$ cat config.mk
export PLATFORM = sky130hd
export DESIGN_NAME = seq_detect_param
export DESIGN_NICKNAME = d
export VERILOG_FILES = /design/src/rtl/seq_detect_param.sv
export SDC_FILE = /design/constraint.sdc
export NUM_CORES = 1
export LEC_CHECK = 0
export CORE_ASPECT_RATIO = 0.75
export CORE_MARGIN = 3
export CORE_UTILIZATION = 40
export DETAILED_ROUTE_END_ITERATION = 10
export SETUP_SLACK_MARGIN = 0.3
export SLEW_MARGIN = 40
export SYNTH_ARGS = -nofsm -noshare
export SYNTH_HDL_FRONTEND = slang
export SYNTH_SLANG_ARGS = --single-unit
$ cat constraint.sdc
create_clock -name clk -period 2.3 [get_ports clk]
set_input_delay 0.345 -clock clk [delete_from_list [all_inputs] [get_ports clk]]
set_output_delay 0.345 -clock clk [all_outputs]
set_load 0.01 [all_outputs]
$ cat src/rtl/seq_detect_param.sv
// seq_detect_param: parameterised Moore serial-pattern detector with valid qualifier and saturating match counter.
// Define SEQ_DETECT_STATE_DBG_EN to expose the cs/ns fill-level debug ports.
module seq_detect_param #(
    parameter int               PAT_W   = 4,
    parameter logic [PAT_W-1:0] PATTERN = 4'b1010,
    parameter bit               OVERLAP = 1'b0,
    parameter int               CNT_W   = 8
) (
    input  logic                        clk,
    input  logic                        rst,
    input  logic                        in,
    input  logic                        in_valid,
    output logic                        out,
`ifdef SEQ_DETECT_STATE_DBG_EN
    output logic [$clog2(PAT_W+1)-1:0]  cs,
    output logic [$clog2(PAT_W+1)-1:0]  ns,
`endif
    output logic [CNT_W-1:0]            match_cnt
);

    localparam int               FW      = $clog2(PAT_W + 1);
    localparam logic [FW-1:0]    FULL    = FW'(PAT_W);
    localparam logic [CNT_W-1:0] CNT_MAX = '1;

    logic [PAT_W-1:0] hist;
    logic [PAT_W-1:0] hist_n;
    logic [FW-1:0]    fill;
    logic [FW-1:0]    fill_n;
    logic [FW-1:0]    fill_next;
    logic             match;

    // A non-overlapping match consumes its bits, so the fill level restarts from zero.
    always_comb begin
        hist_n    = {hist[PAT_W-2:0], in};
        fill_n    = (fill == FULL) ? FULL : fill + 1'b1;
        match     = (fill_n == FULL) && (hist_n == PATTERN);
        fill_next = fill;
        if (in_valid) begin
            fill_next = (match && !OVERLAP) ? '0 : fill_n;
        end
    end

    always_ff @(posedge clk) begin
        if (rst) begin
            hist      <= '0;
            fill      <= '0;
            out       <= 1'b0;
            match_cnt <= '0;
        end else if (in_valid) begin
            out  <= match;
            fill <= fill_next;
            if (match) begin
                if (match_cnt != CNT_MAX) begin
                    match_cnt <= match_cnt + 1'b1;
                end
                hist <= OVERLAP ? hist_n : '0;
            end else begin
                hist <= hist_n;
            end
        end
    end

`ifdef SEQ_DETECT_STATE_DBG_EN
    assign cs = fill;
    assign ns = fill_next;
`endif

endmodule

### Word-level counts from Yosys, hierarchy flattened

Index checks and enable logic that the tools add are counted.

| storage, ports and cells | value |
|---|---|
| RAM bits | 0 |
| memory bits (read-only) | 0 |
| latch bits | 0 |
| memories kept | 0 |
| word-level logic and storage cells | 15 |
| input port bits | 4 |
| register bits after elaboration | 15 |

| operators by class | value |
|---|---|
| magnitude comparators | 0 |
| reduce and logical (&&, ||, !) cells | 2 |
| shift operators | 0 |
| add/subtract/negate cells | 2 |
| mux-type cells | 3 |
| equality and inequality tests | 4 |
| $mul | 0 |
| div/mod/pow operators | 0 |
| bitwise operators | 0 |

Operator list:

| kind | count |
|---|---|
| $mux W3 | 3 |
| $add A8 B1 Y8 const B | 1 |
| $ne A8 B8 Y1 const B | 1 |
| $eq A3 B3 Y1 const B | 2 |
| $eq A4 B4 Y1 const B | 1 |
| $add A3 B1 Y3 const B | 1 |
| $reduce_and A3 Y1 | 1 |
| $logic_and A1 B1 Y1 | 1 |

### Depth between registers and ports, before layout

Gate-level depths: netlist of the first run.

| logic depth | value |
|---|---|
| word-level depth | 5 |
| gate-level depth with buffers | 7 |

### Least setup slack after synthesis of the first run

OpenSTA, ideal clock, no wires.

| path | value |
|---|---|
| path kind | flip-flop to flip-flop |
| start point | register fill[0] |
| end point | register match_cnt[3] |
| data arrival time | 1.956 ns |
| required time | 2.177 ns |
| setup slack | 0.220 ns |
| stages on the path, launching flop included | 8 |
| setup time | 0.123 ns |
| cells stage by stage | dfxtp_1 -> inv_1 -> ha_1 -> nand2b_1 -> a2111o_1 -> buf_6 -> nor4_1 -> mux2_1 |

| on the way | value |
|---|---|
| longest elaborated chain between the ends | 5 |
| elaborated cells between the ends (all ways) | 6 |
| classes of those cells | 1 x add/sub; 2 x eq/ne; 1 x mux; 2 x reduce/logical |

RTL lines:

| what | line | source |
|---|---|---|
| from (decl) | 27 | `logic [FW-1:0] fill;` |
| from (signal assigned) | 51 | `fill <= fill_next;` |
| $add A3 B1 Y3 / $eq A3 B3 Y1 (equally long branches) | 35 | `fill_n = (fill == FULL) ? FULL : fill + 1'b1;` |
| $mux W3 (*) | 35 |  |
| $eq A3 B3 Y1 (*) | 36 | `match = (fill_n == FULL) && (hist_n == PATTERN);` |
| $logic_and A1 B1 Y1 (*) | 36 |  |
| $reduce_and A3 Y1 (no line) (*) | n/a |  |
| to (signal assigned) | 54 | `match_cnt <= match_cnt + 1'b1;` |
| to (decl) | 18 | `output logic [CNT_W-1:0] match_cnt` |

Mark *: on every way between the ends. The rest lies on a longest branch, timed or not.
A chain may end at the register's enable or synchronous reset.

### Final worst setup path of the first run

| path | value |
|---|---|
| start point | register fill[1] |
| end point | register match_cnt[2] |

Same word-level chain as after synthesis.

==> results of run 1 <==
[cell usage in the layout (no fill, tap or decap), types with 2 or more instances in the layout]
cell type | netlist | layout
a21oi_1 | 3 | 3
buf_4 | 0 | 10
buf_6 | 1 | 2
clkbuf_4 | 0 | 3
clkdlybuf4s50_1 | 0 | 12
dfxtp_1 | 15 | 13
dfxtp_2 | 0 | 2
ha_1 | 3 | 2
inv_1 | 4 | 2
inv_2 | 0 | 2
mux2_4 | 0 | 6
mux2i_1 | 4 | 4
nand2_1 | 5 | 5
nand2b_1 | 6 | 5
nand3_1 | 4 | 4
nor2_1 | 12 | 12
nor2b_1 | 7 | 7
nor4_4 | 0 | 4
nor4b_4 | 0 | 2
[worst min-delay path: cells and delay by family (launching register included)]
family,cells,cell delay [ns]
DFF,1,0.34
and+or+nand+nor,1,0.07
AOI/OAI and AO/OA,1,0.05
[final cells by class]
type	instances	area, um^2	share of cell area, %
multi-input combinational	67	601	50.5
sequential	15	303	25.4
timing repair buffer	24	218	18.3
tap	22	27.5	2.31
clock buffer	4	26.3	2.21
inverter	4	15.0	1.26
[power breakdown]
part           internal, mW  leakage (nW)  switching, mW  total [mW]
logic                0.0264         0.286         0.0240      0.0504
registers             0.265         0.122        0.00318       0.268
clock network        0.0674        0.0150         0.0872       0.155
total                 0.358         0.423          0.114       0.473
[per-stage QoR]
step                setup slack [ns]  std cells  utilization [%]
finish                         0.276        136             65.3
global route                   0.208        136             65.3
CTS                            0.208        136             64.6
detailed placement             0.106        124             54.9
global placement               0.146        124             54.9
floorplan                      0.312         90                -
[metal layers]
layer  track usage [%]  up-vias
li1                  -      360
met1              21.3      326
met2              24.1       10
met3              5.14        0
met4              2.78        0
met5                 0        -
[state kept, by name, indices dropped and copies added, names as in the netlist]
name,cells
hist,3
fill,3
match_cnt,8
out,1
[worst max-delay path by stage]
stage | from | to | slack, ns | depth (start not counted)
2_1_floorplan | fill[0]$_SDFFE_PP0P_ | match_cnt[2]$_SDFFE_PP0P_ | 0.31 | 7
3_3_place_gp | fill[0]$_SDFFE_PP0P_ | match_cnt[7]$_SDFFE_PP0P_ | 0.15 | 6
3_5_place_dp | fill[0]$_SDFFE_PP0P_ | match_cnt[7]$_SDFFE_PP0P_ | 0.11 | 6
4_1_cts | fill[1]$_SDFFE_PP0P_ | match_cnt[4]$_SDFFE_PP0P_ | 0.21 | 7
5_1_grt | fill[1]$_SDFFE_PP0P_ | match_cnt[2]$_SDFFE_PP0P_ | 0.21 | 7
6_report | fill[1]$_SDFFE_PP0P_ | match_cnt[2]$_SDFFE_PP0P_ | 0.28 | 7
[kinds of logic (layout without fill, tap and decap cells)]
| kind of cell | count (synthesis) | in the layout | synth area share (%) |
|---|---|---|---|
| compound gates | 6 | 6 | 4.97 |
| simple gates | 46 | 46 | 32.1 |
| flops | 15 | 15 | 37.3 |
| mux | 12 | 12 | 16.1 |
| buf+inv | 8 | 32 | 4.81 |
| fa+ha+maj | 3 | 3 | 4.66 |
[timing repair]
item | CTS | global route
resized for setup | 19 | 2
pin swaps | 6 | 4
endpoints found under the setup margin | 8 | 7
buffers inserted | 8 | 0
==> reports/qor.csv, run 1 <==
metric,value,unit
worstPathMaxFanout,3,
start_util,44.2,%
hold_viol_final,0,
cts_made_buffers,3,
final-max-slew-violation-count,0,
synth-edff-count,0,
synthCells,90,
end_kind,flop,
worst_path_dominant_cell_family,compound AO/OA/AOI/OAI gates,
whs_endpoint,fill[2]$_SDFFE_PP0P_,
reg2reg_depth,7,
yosysSeqAreaShare,37.3,%
clk_pin_slew_worst_paths,0.09,ns
hold_path.class,flop to flop,
worstPathCellList,inv_2 > ha_4 > nand2b_4 > a2111o_2 > buf_4 > nor4b_4 > mux2_4,
die_h,44.9,um
met1_length,893,um
fin_tns_setup,0,ns
synth.most_common_cell,dfxtp_1,
dpl_cell_area,0.00100,mm^2
post_drt_wl_per_cell,13.2,um
finalPower,0.473,mW
drtAntennaViolNets,0,
syn_nets,97,
r2r_slack,0.28,ns
topRoutingLayerUsed,met3,
routed-wl-met3,80,um
skew,0.00500,ns
ir_drop,281,uV
synth_area_leaders,"dfxtp_1 (37%), mux2_1 (5.6%), mux2_2 (5.6%), nor2_1 (5.6%), nor2b_1 (5.4%)",
syn-cell-area,806,um^2
ys_top_cells_by_count,"dfxtp_1 (15), nor2_1 (12), nor2b_1 (7)",
grt_pass1_vias,659,
crit_arrival,2.20,ns
synth-async-reset-ratio,0,%
crit_type,flop to flop,
fillers,150,
status,finished clean,
met2_length,827,um
fp.dieW,57.8,um
fin_crit,2.02,ns
p_per_area,397,mW/mm^2
min_path_cells,2,
dp_hpwl,1.22,mm
slowest_delay,0.46,ns
rows,13,
ys.flop_type,dfxtp_1,
tightest_slew,0.305,ns
clock_path_buffers,2,
power.leakage,0.423,nW
drt_wl_total,1.80,mm
slew_headroom,79.6,%
synth.distinct_cells,26,
fin_area,0.00119,mm^2
clock_latency,0.29,ns
holdWs,0.512,ns
vias,696,
fp.coreArea,0.00182,mm^2
nNetsFinal,122,
io_pins,13,
grt_pass1_wl,3.03,mm
grt_max_degree,16,
drc,0,
clock-sinks,15,
slowest_stage,a2111o_2,
clockRootBuffer,clkbuf_4,
cp.required,2.48,ns
vias_per_cell,5.12,
yosys.area.top_type_share,37.3,%
areaGrowthSynthToFinish,47.7,%
cts.htree.levels,1,
drive_gt1_share,33.3,%
yosys.area.top_type,dfxtp_1,
drt_iter0_markers,10,
clock.fmax,0.494,GHz
grt_overflow,0,
ys_ff_latch,15,
grt_setup_unrepaired,true,
grt_antenna_before_repair,0,
min_from,fill[2]$_SDFFE_PP0P_,
startpoint_type,flop,
worst-path-buf-inv,2,
yosys_warnings,0,
place_congestion,0.728,
grt_usage,15.5,%
rr_startpoint,fill[1]$_SDFFE_PP0P_,
fin_crit_sh,88.0,%
setup_viol,0,
reg2reg_to,match_cnt[2]$_SDFFE_PP0P_,
cap_violations,0,
ctsHoldBuffers,0,
syn_area_per_cell,8.95,um^2
diodes,0,
dr.pass1.iters,4,
cts_tree,done,
port_buffers,12,
dieArea,0.00259,mm^2
Power figures use the tool's default switching activity.
==> inputs of run 2 (changes only) <==
--- a/config.mk
+++ b/config.mk
@@ -5,10 +5,12 @@
 export SDC_FILE = /design/constraint.sdc
 export NUM_CORES = 1
 export LEC_CHECK = 0
+export CAP_MARGIN = 20
 export CORE_ASPECT_RATIO = 0.75
 export CORE_MARGIN = 3
 export CORE_UTILIZATION = 40
 export DETAILED_ROUTE_END_ITERATION = 10
+export DONT_BUFFER_PORTS = 1
 export SETUP_SLACK_MARGIN = 0.3
 export SLEW_MARGIN = 40
 export SYNTH_ARGS = -nofsm -noshare
==> run 2 against run 1 <==
First-iteration DRC count down 50%. Combinational power down 29%. Global-route usage down 0.46 points. Sequential share of layout area up 2.9 points. Count of clock-buffer cells in the layout down 1. Largest power group unchanged.
==> reports/qor.csv, run 2 (synthesis gave the netlist of run 1 again) <==
metric,value,unit,change
status,finished clean,,
multi_input_area,611,um^2,+1.7%
reg2reg_depth,7,,unchanged
min_path_cells,1,,-1
grt_antenna_before_repair,0,,unchanged
slew_headroom,79.7,%,+0.082 points
whs_endpoint,fill[1]$_SDFFE_PP0P_,,
fp.dieW,57.8,um,unchanged
setup_ws,0.275,ns,-0.00148 ns
drtAntennaViolNets,0,,unchanged
worstPathCellList,inv_2 > ha_4 > nand2b_4 > a2111o_2 > buf_12 > nor4b_4 > mux2_4,,
cp.required,2.49,ns,about the same
nNetsFinal,107,,-12%
dp_hpwl,1.10,mm,-10%
use_met2,25.2,%,+1.1 points
post_drt_wl_per_cell,14.1,um,+6.3%
io_pins,13,,unchanged
vias_per_cell,5.45,,+6.4%
place_congestion,0.800,,+9.8%
instances_no_fill,121,,-11%
use_met1,18.4,%,-2.9 points
slowest_delay,0.46,ns,about the same
grt_usage,15.0,%,-0.46 points
grt_pass1_vias,699,,+6.1%
fp.coreArea,0.00182,mm^2,unchanged
rows,13,,unchanged
p_per_area,431,mW/mm^2,+8.6%
clock_path_buffers,2,,unchanged
start_util,44.2,%,unchanged
utilization,58.7,%,-6.6 points
slowest_stage,a2111o_2,,
cts_tree,done,,
top_register,match_cnt,,
hold_path.class,input port to flop,,
largest_register_ffs,8,,unchanged
pre_cts_ws,0.129,ns,+0.0225 ns
r2r_slack,0.27,ns,about the same
clock.fmax,0.494,GHz,about the same
clock_latency,0.29,ns,about the same
ctsHoldBuffers,0,,unchanged
startpoint_type,flop,,
hold_viol_final,0,,unchanged
drt_iter0_markers,5,,-5
grt_setup_unrepaired,true,,
finalPower,0.462,mW,-2.4%
ir_drop,426,uV,+52%
vias,659,,-5.3%
fin_crit_sh,88.1,%,about the same
min_from,rst,,
die_h,44.9,um,unchanged
grt_max_degree,24,,+8
worst_path_dominant_cell_family,compound AO/OA/AOI/OAI gates,,
cap_violations,0,,unchanged
fin_tns_setup,0,ns,unchanged
power.leakage,0.371,nW,-12%
top_regs,"match_cnt (8), fill (3), hist (3)",,
rr_startpoint,fill[1]$_SDFFE_PP0P_,,
tightest_slew,0.304,ns,-0.000692 ns
port_buffers,0,,-12
cts_made_buffers,3,,unchanged
crit_arrival,2.21,ns,about the same
drc,0,,unchanged
final_cell_mix,"dfxtp_1 (13), nor2_1 (12), nor2b_1 (7), mux2_4 (7), buf_4 (7)",,
crit_type,flop to flop,,
dieArea,0.00259,mm^2,unchanged
clockRootBuffer,clkbuf_4,,
areaGrowthSynthToFinish,32.8,%,
fillers,165,,+10%
drt_wl_total,1.70,mm,-5.4%
grt_use_met3,5.43,%,+0.29 points
skew,0.00903,ns,+0.00403 ns
busiest_layer,met2,,
fin_crit,2.03,ns,+0.00148 ns
clk_pin_slew_worst_paths,0.10,ns,about the same
diodes,0,,unchanged
grt_pass1_wl,2.97,mm,-1.8%
place_inst,110,,-11%
clock-sinks,15,,unchanged
cts.htree.levels,1,,unchanged
layout_commonest_cell,dfxtp_1,,
drive_gt1_share,38.4,%,+5.1 points
final-seq-area,303,um^2,unchanged
final-max-slew-violation-count,0,,unchanged
grt_overflow,0,,unchanged
end_kind,flop,,
dr.pass1.iters,4,,unchanged
worst-path-buf-inv,2,,unchanged
reg2reg_to,match_cnt[7]$_SDFFE_PP0P_,,
setup_viol,0,,unchanged
worstPathMaxFanout,5,,+2
run 2: worst max-delay path by stage:
stage / startpoint / slack, ns / cells after the start / endpoint
5_1_grt: fill[1]$_SDFFE_PP0P_ / 0.20 / 7 / match_cnt[7]$_SDFFE_PP0P_
4_1_cts: fill[1]$_SDFFE_PP0P_ / 0.21 / 7 / match_cnt[5]$_SDFFE_PP0P_
2_1_floorplan: fill[0]$_SDFFE_PP0P_ / 0.31 / 7 / match_cnt[2]$_SDFFE_PP0P_
3_5_place_dp: fill[0]$_SDFFE_PP0P_ / 0.13 / 6 / match_cnt[7]$_SDFFE_PP0P_
3_3_place_gp: fill[0]$_SDFFE_PP0P_ / 0.16 / 6 / match_cnt[2]$_SDFFE_PP0P_
6_report: fill[1]$_SDFFE_PP0P_ / 0.27 / 7 / match_cnt[7]$_SDFFE_PP0P_
run 2: layout make-up:
cell class	instances	area share, %
clock inverter	1	0.702
clock buffer	3	2.11
timing repair buffer	9	7.84
sequential	15	28.3
tap	22	2.57
multi-input combinational	67	57.1
inverter	4	1.40
run 2: per-layer routing:
metal / wire [um] / part of all wire, %
met4: 10 / 0.59
met1: 854 / 50
met2: 787 / 46
met3: 51 / 3.0
met5: 0 / 0
run 2: power breakdown:
part	internal [mW]	switching, mW	leakage, nW	total (mW)
Clock	0.0661	0.0918	0.0139	0.158
Combinational	0.0208	0.0149	0.235	0.0358
Sequential	0.265	0.00320	0.122	0.268
Total	0.352	0.110	0.371	0.462
run 2: repair_timing:
action / CTS / global route
pin swaps: 7 / 2
endpoints found under the setup margin: 8 / 9
setup buffers: 7 / 0
resized for setup: 19 / 3
run 2: worst reg2reg max path: cells and delay by family, from the launching register on:
family | cells | cell delay [ns]
compound gates | 1 | 0.46
fa+ha+maj | 1 | 0.23
buf+inv | 2 | 0.20
flops | 1 | 0.35
mux | 1 | 0.32
simple gates | 2 | 0.36
run 2: through the flow:
step | area [um^2] | hold slack, ns
global placement | 866 | 0.413
CTS | 1060 | 0.0864
floorplan | 847 | 0.460
global route | 1070 | 0.0761
finish | 1070 | 0.105
detailed placement | 866 | 0.417
==> inputs of run 3 (changes only) <==
--- a/config.mk
+++ b/config.mk
@@ -5,7 +5,8 @@
 export SDC_FILE = /design/constraint.sdc
 export NUM_CORES = 1
 export LEC_CHECK = 0
-export CAP_MARGIN = 20
+export ABC_AREA = 1
+export CAP_MARGIN = 40
 export CORE_ASPECT_RATIO = 0.75
 export CORE_MARGIN = 3
 export CORE_UTILIZATION = 40
==> run 3 against run 2 <==
Final area decreased by 11%. Via count is 17% higher. Flip-flop and latch count stayed put. Fmax is 38% higher. Clock power is 3% higher. Wire length increased by 4.2%. Sequential share of layout area up 3.1 points. Combinational power up 25%. Register-to-register slack better by 0.56 ns. Total power increased by 3.6%.
==> reports/qor.csv, run 3 <==
metric,value,unit,change
clockRootBuffer,clkbuf_4,,
place_congestion,0.884,,+10%
yosysSeqAreaShare,33.1,%,-4.2 points
rows,14,,+1
grt_pass1_wl,2.80,mm,-5.8%
synth-edff-count,0,,unchanged
synth_simple_gate_area_share,43.1,%,+11 points
cts.htree.levels,1,,unchanged
drc,0,,unchanged
end_kind,flop,,
min_path_cells,1,,unchanged
synth_area_leaders,"dfxtp_1 (33%), nand2_1 (13%), inv_1 (9.1%), nor2_1 (6.2%), nand3_4 (5.8%)",,
clk_pin_slew_worst_paths,0.10,ns,about the same
top_register,match_cnt,,
p_clk_share,33.8,%,-0.4 points
synthCells,132,,+47%
cp.required,2.54,ns,+0.05 ns
tightest_slew,0.311,ns,+0.00665 ns
power.leakage,0.447,nW,+20%
vias_per_cell,4.86,,-11%
nNetsFinal,142,,+33%
largest_register_ffs,8,,unchanged
dieArea,0.00288,mm^2,+11%
fillers,221,,+34%
cts_tree,done,,
layout_commonest_cell,nand2_1,,
drt_iter0_markers,64,,+59
use_met1,17.7,%,-0.66 points
p_per_area,500,mW/mm^2,+16%
setup_viol,0,,unchanged
fin_crit_sh,63.9,%,-24 points
yosys.area.top_type,dfxtp_1,,
place_inst,154,,+40%
syn_area_per_cell,6.88,um^2,-23%
status,finished clean,,
fp.coreArea,0.00208,mm^2,+14%
clock_path_buffers,2,,unchanged
use_met2,20.5,%,-4.8 points
synth.distinct_cells,23,,-12%
yosys.area_share.adder,4.13,%,-0.53 points
power_frac_comb,9.4,%,+1.7 points
cap_violations,0,,unchanged
areaGrowthSynthToFinish,5.23,%,
final-max-slew-violation-count,0,,unchanged
grt_setup_unrepaired,false,,
hold_viol_final,0,,unchanged
ctsHoldBuffers,0,,unchanged
dr.pass1.iters,4,,unchanged
fin_area,956,um^2,-11%
fin_tns_setup,0,ns,unchanged
ys_top_cells_by_count,"nand2_1 (32), inv_1 (22), dfxtp_1 (15), nor2_1 (15), nand3_1 (8)",,
cpMostUsedCell,nand2_1,,
drt_wl_total,1.78,mm,+4.2%
dpl_cell_area,930,um^2,+7.4%
fin_crit,1.47,ns,-0.557 ns
internal_power,0.350,mW,-0.54%
synth-xor-area-share,0.964,%,+0.96 points
min_from,rst,,
p_seq_share,56.8,%,-1.2 points
slowest_delay,0.35,ns,-0.11 ns
diodes,0,,unchanged
clock_latency,0.30,ns,about the same
syn_nets,139,,+43%
grt_usage,13.5,%,-1.6 points
rr_startpoint,fill[0]$_SDFFE_PP0P_,,
dp_hpwl,1.39,mm,+26%
worstPathMaxFanout,7,,+2
synth-async-reset-ratio,0,%,unchanged
grt_max_degree,11,,-54%
crit_arrival,1.71,ns,-0.50 ns
fp.dieW,61.0,um,+5.5%
vias,768,,+17%
reg2reg_to,match_cnt[0]$_SDFFE_PP0P_,,
slew_headroom,79.2,%,-0.44 points
clock.fmax,0.681,GHz,+38%
grt_overflow,0,,unchanged
cts_resized,0,,-19
swShare,26.9,%,+3.0 points
port_buffers,0,,unchanged
drive_gt1_share,14.2,%,-24 points
utilization,45.9,%,-13 points
grt_pass1_vias,643,,-8.0%
die_h,47.3,um,+5.3%
holdWs,0.0990,ns,-0.00632 ns
yosys.area.top_type_share,33.1,%,-4.2 points
syn-cell-area,908,um^2,+13%
busiest_layer,met2,,
post-cts-setup-buffer-count,0,,-7
cts_made_buffers,3,,unchanged
synth.most_common_cell,nand2_1,,
drtAntennaViolNets,0,,unchanged
start_util,43.6,%,-0.65 points
grt_use_met3,5.22,%,-0.21 points
r2r_slack,0.83,ns,+0.56 ns
worstPathCellList,inv_1 > ha_1 > nand2_4 > nand3_2 > nor2_4 > nand3_4 > nand2_1 > nand2_1 > nor2_1,,
ys_ff_latch,15,,unchanged
whs_endpoint,match_cnt[4]$_SDFFE_PP0P_,,
post_drt_wl_per_cell,11.2,um,-20%
synth.area.mux_share,0,%,-16 points
power_switching,0.128,mW,+17%
final_cell_mix,"nand2_1 (32), inv_1 (22), nor2_1 (15), dfxtp_1 (15), nand3_1 (8)",,
hold_path.class,input port to flop,,
reg2reg_depth,9,,+2
clock-sinks,15,,unchanged
yosys_warnings,0,,unchanged
crit_type,flop to flop,,
instances_no_fill,158,,+31%
io_pins,13,,unchanged
skew,0.00463,ns,-0.00440 ns
synth_compound_area_share,7.44,%,+2.5 points
synth_top_family_by_area,simple AND/OR/NAND/NOR gates,,
ir_drop,279,uV,-35%
startpoint_type,flop,,
slowest_stage,dfxtp_1,,
ys.flop_type,dfxtp_1,,
grt_antenna_before_repair,0,,unchanged
top_regs,"match_cnt (8), fill (3), hist (3)",,
==> run 3: per-stage QoR <==
stage | worst slack, ns | power, mW
6_report | 0.831 | 0.478
5_1_grt | 0.701 | 0.502
4_1_cts | 0.832 | 0.484
3_5_place_dp | 0.854 | 0.323
3_3_place_gp | 0.882 | 0.320
2_1_floorplan | 0.980 | 0.319
==> run 3: cell families after synthesis <==
kind of cell	count (synthesis)
compound gates	13
xor+xnor	1
fa+ha+maj	3
buf+inv	27
flops	15
simple gates	73
==> run 3: metal layers <==
metal | wire, um | part of all wire (%)
met1 | 881 | 50
met2 | 775 | 44
met3 | 100 | 5.6
met4 | 18 | 1.0
met5 | 0 | 0
==> run 3: layout make-up <==
class,instances,area (um^2),share of cell area (%)
clock buffer,4,26.3,2.75
inverter,25,93.8,9.82
tap,24,30.0,3.14
multi-input combinational,90,505,52.9
sequential,15,300,31.4
==> run 3: worst max-delay path by stage <==
stage | startpoint | endpoint | slack, ns | cells past startpoint
global placement | match_cnt[1]$_SDFFE_PP0P_ | match_cnt[5]$_SDFFE_PP0P_ | 0.88 | 10
global route | fill[0]$_SDFFE_PP0P_ | match_cnt[0]$_SDFFE_PP0P_ | 0.70 | 9
CTS | fill[0]$_SDFFE_PP0P_ | match_cnt[0]$_SDFFE_PP0P_ | 0.83 | 9
detailed placement | fill[0]$_SDFFE_PP0P_ | match_cnt[1]$_SDFFE_PP0P_ | 0.85 | 8
finish | fill[0]$_SDFFE_PP0P_ | match_cnt[0]$_SDFFE_PP0P_ | 0.83 | 9
floorplan | fill[0]$_SDFFE_PP0P_ | match_cnt[4]$_SDFFE_PP0P_ | 0.98 | 8
==> run 3: critical path: cells and delay by family, from the launching register on <==
family	cells	cell delay (ns)
DFF	1	0.35
and+or+nand+nor	7	0.63
buffers and inverters	1	0.08
adders and majority gates	1	0.34
==> run 3: power groups by stage <==
| stage | clock network (mW) | registers [mW] | logic [mW] |
|---|---|---|---|
| finish | 0.162 | 0.272 | 0.0447 |
| global route | 0.178 | 0.273 | 0.0513 |
| CTS | 0.167 | 0.272 | 0.0456 |
| detailed placement | 0 | 0.278 | 0.0453 |
| global placement | 0 | 0.277 | 0.0432 |
| floorplan | 0 | 0.276 | 0.0424 |
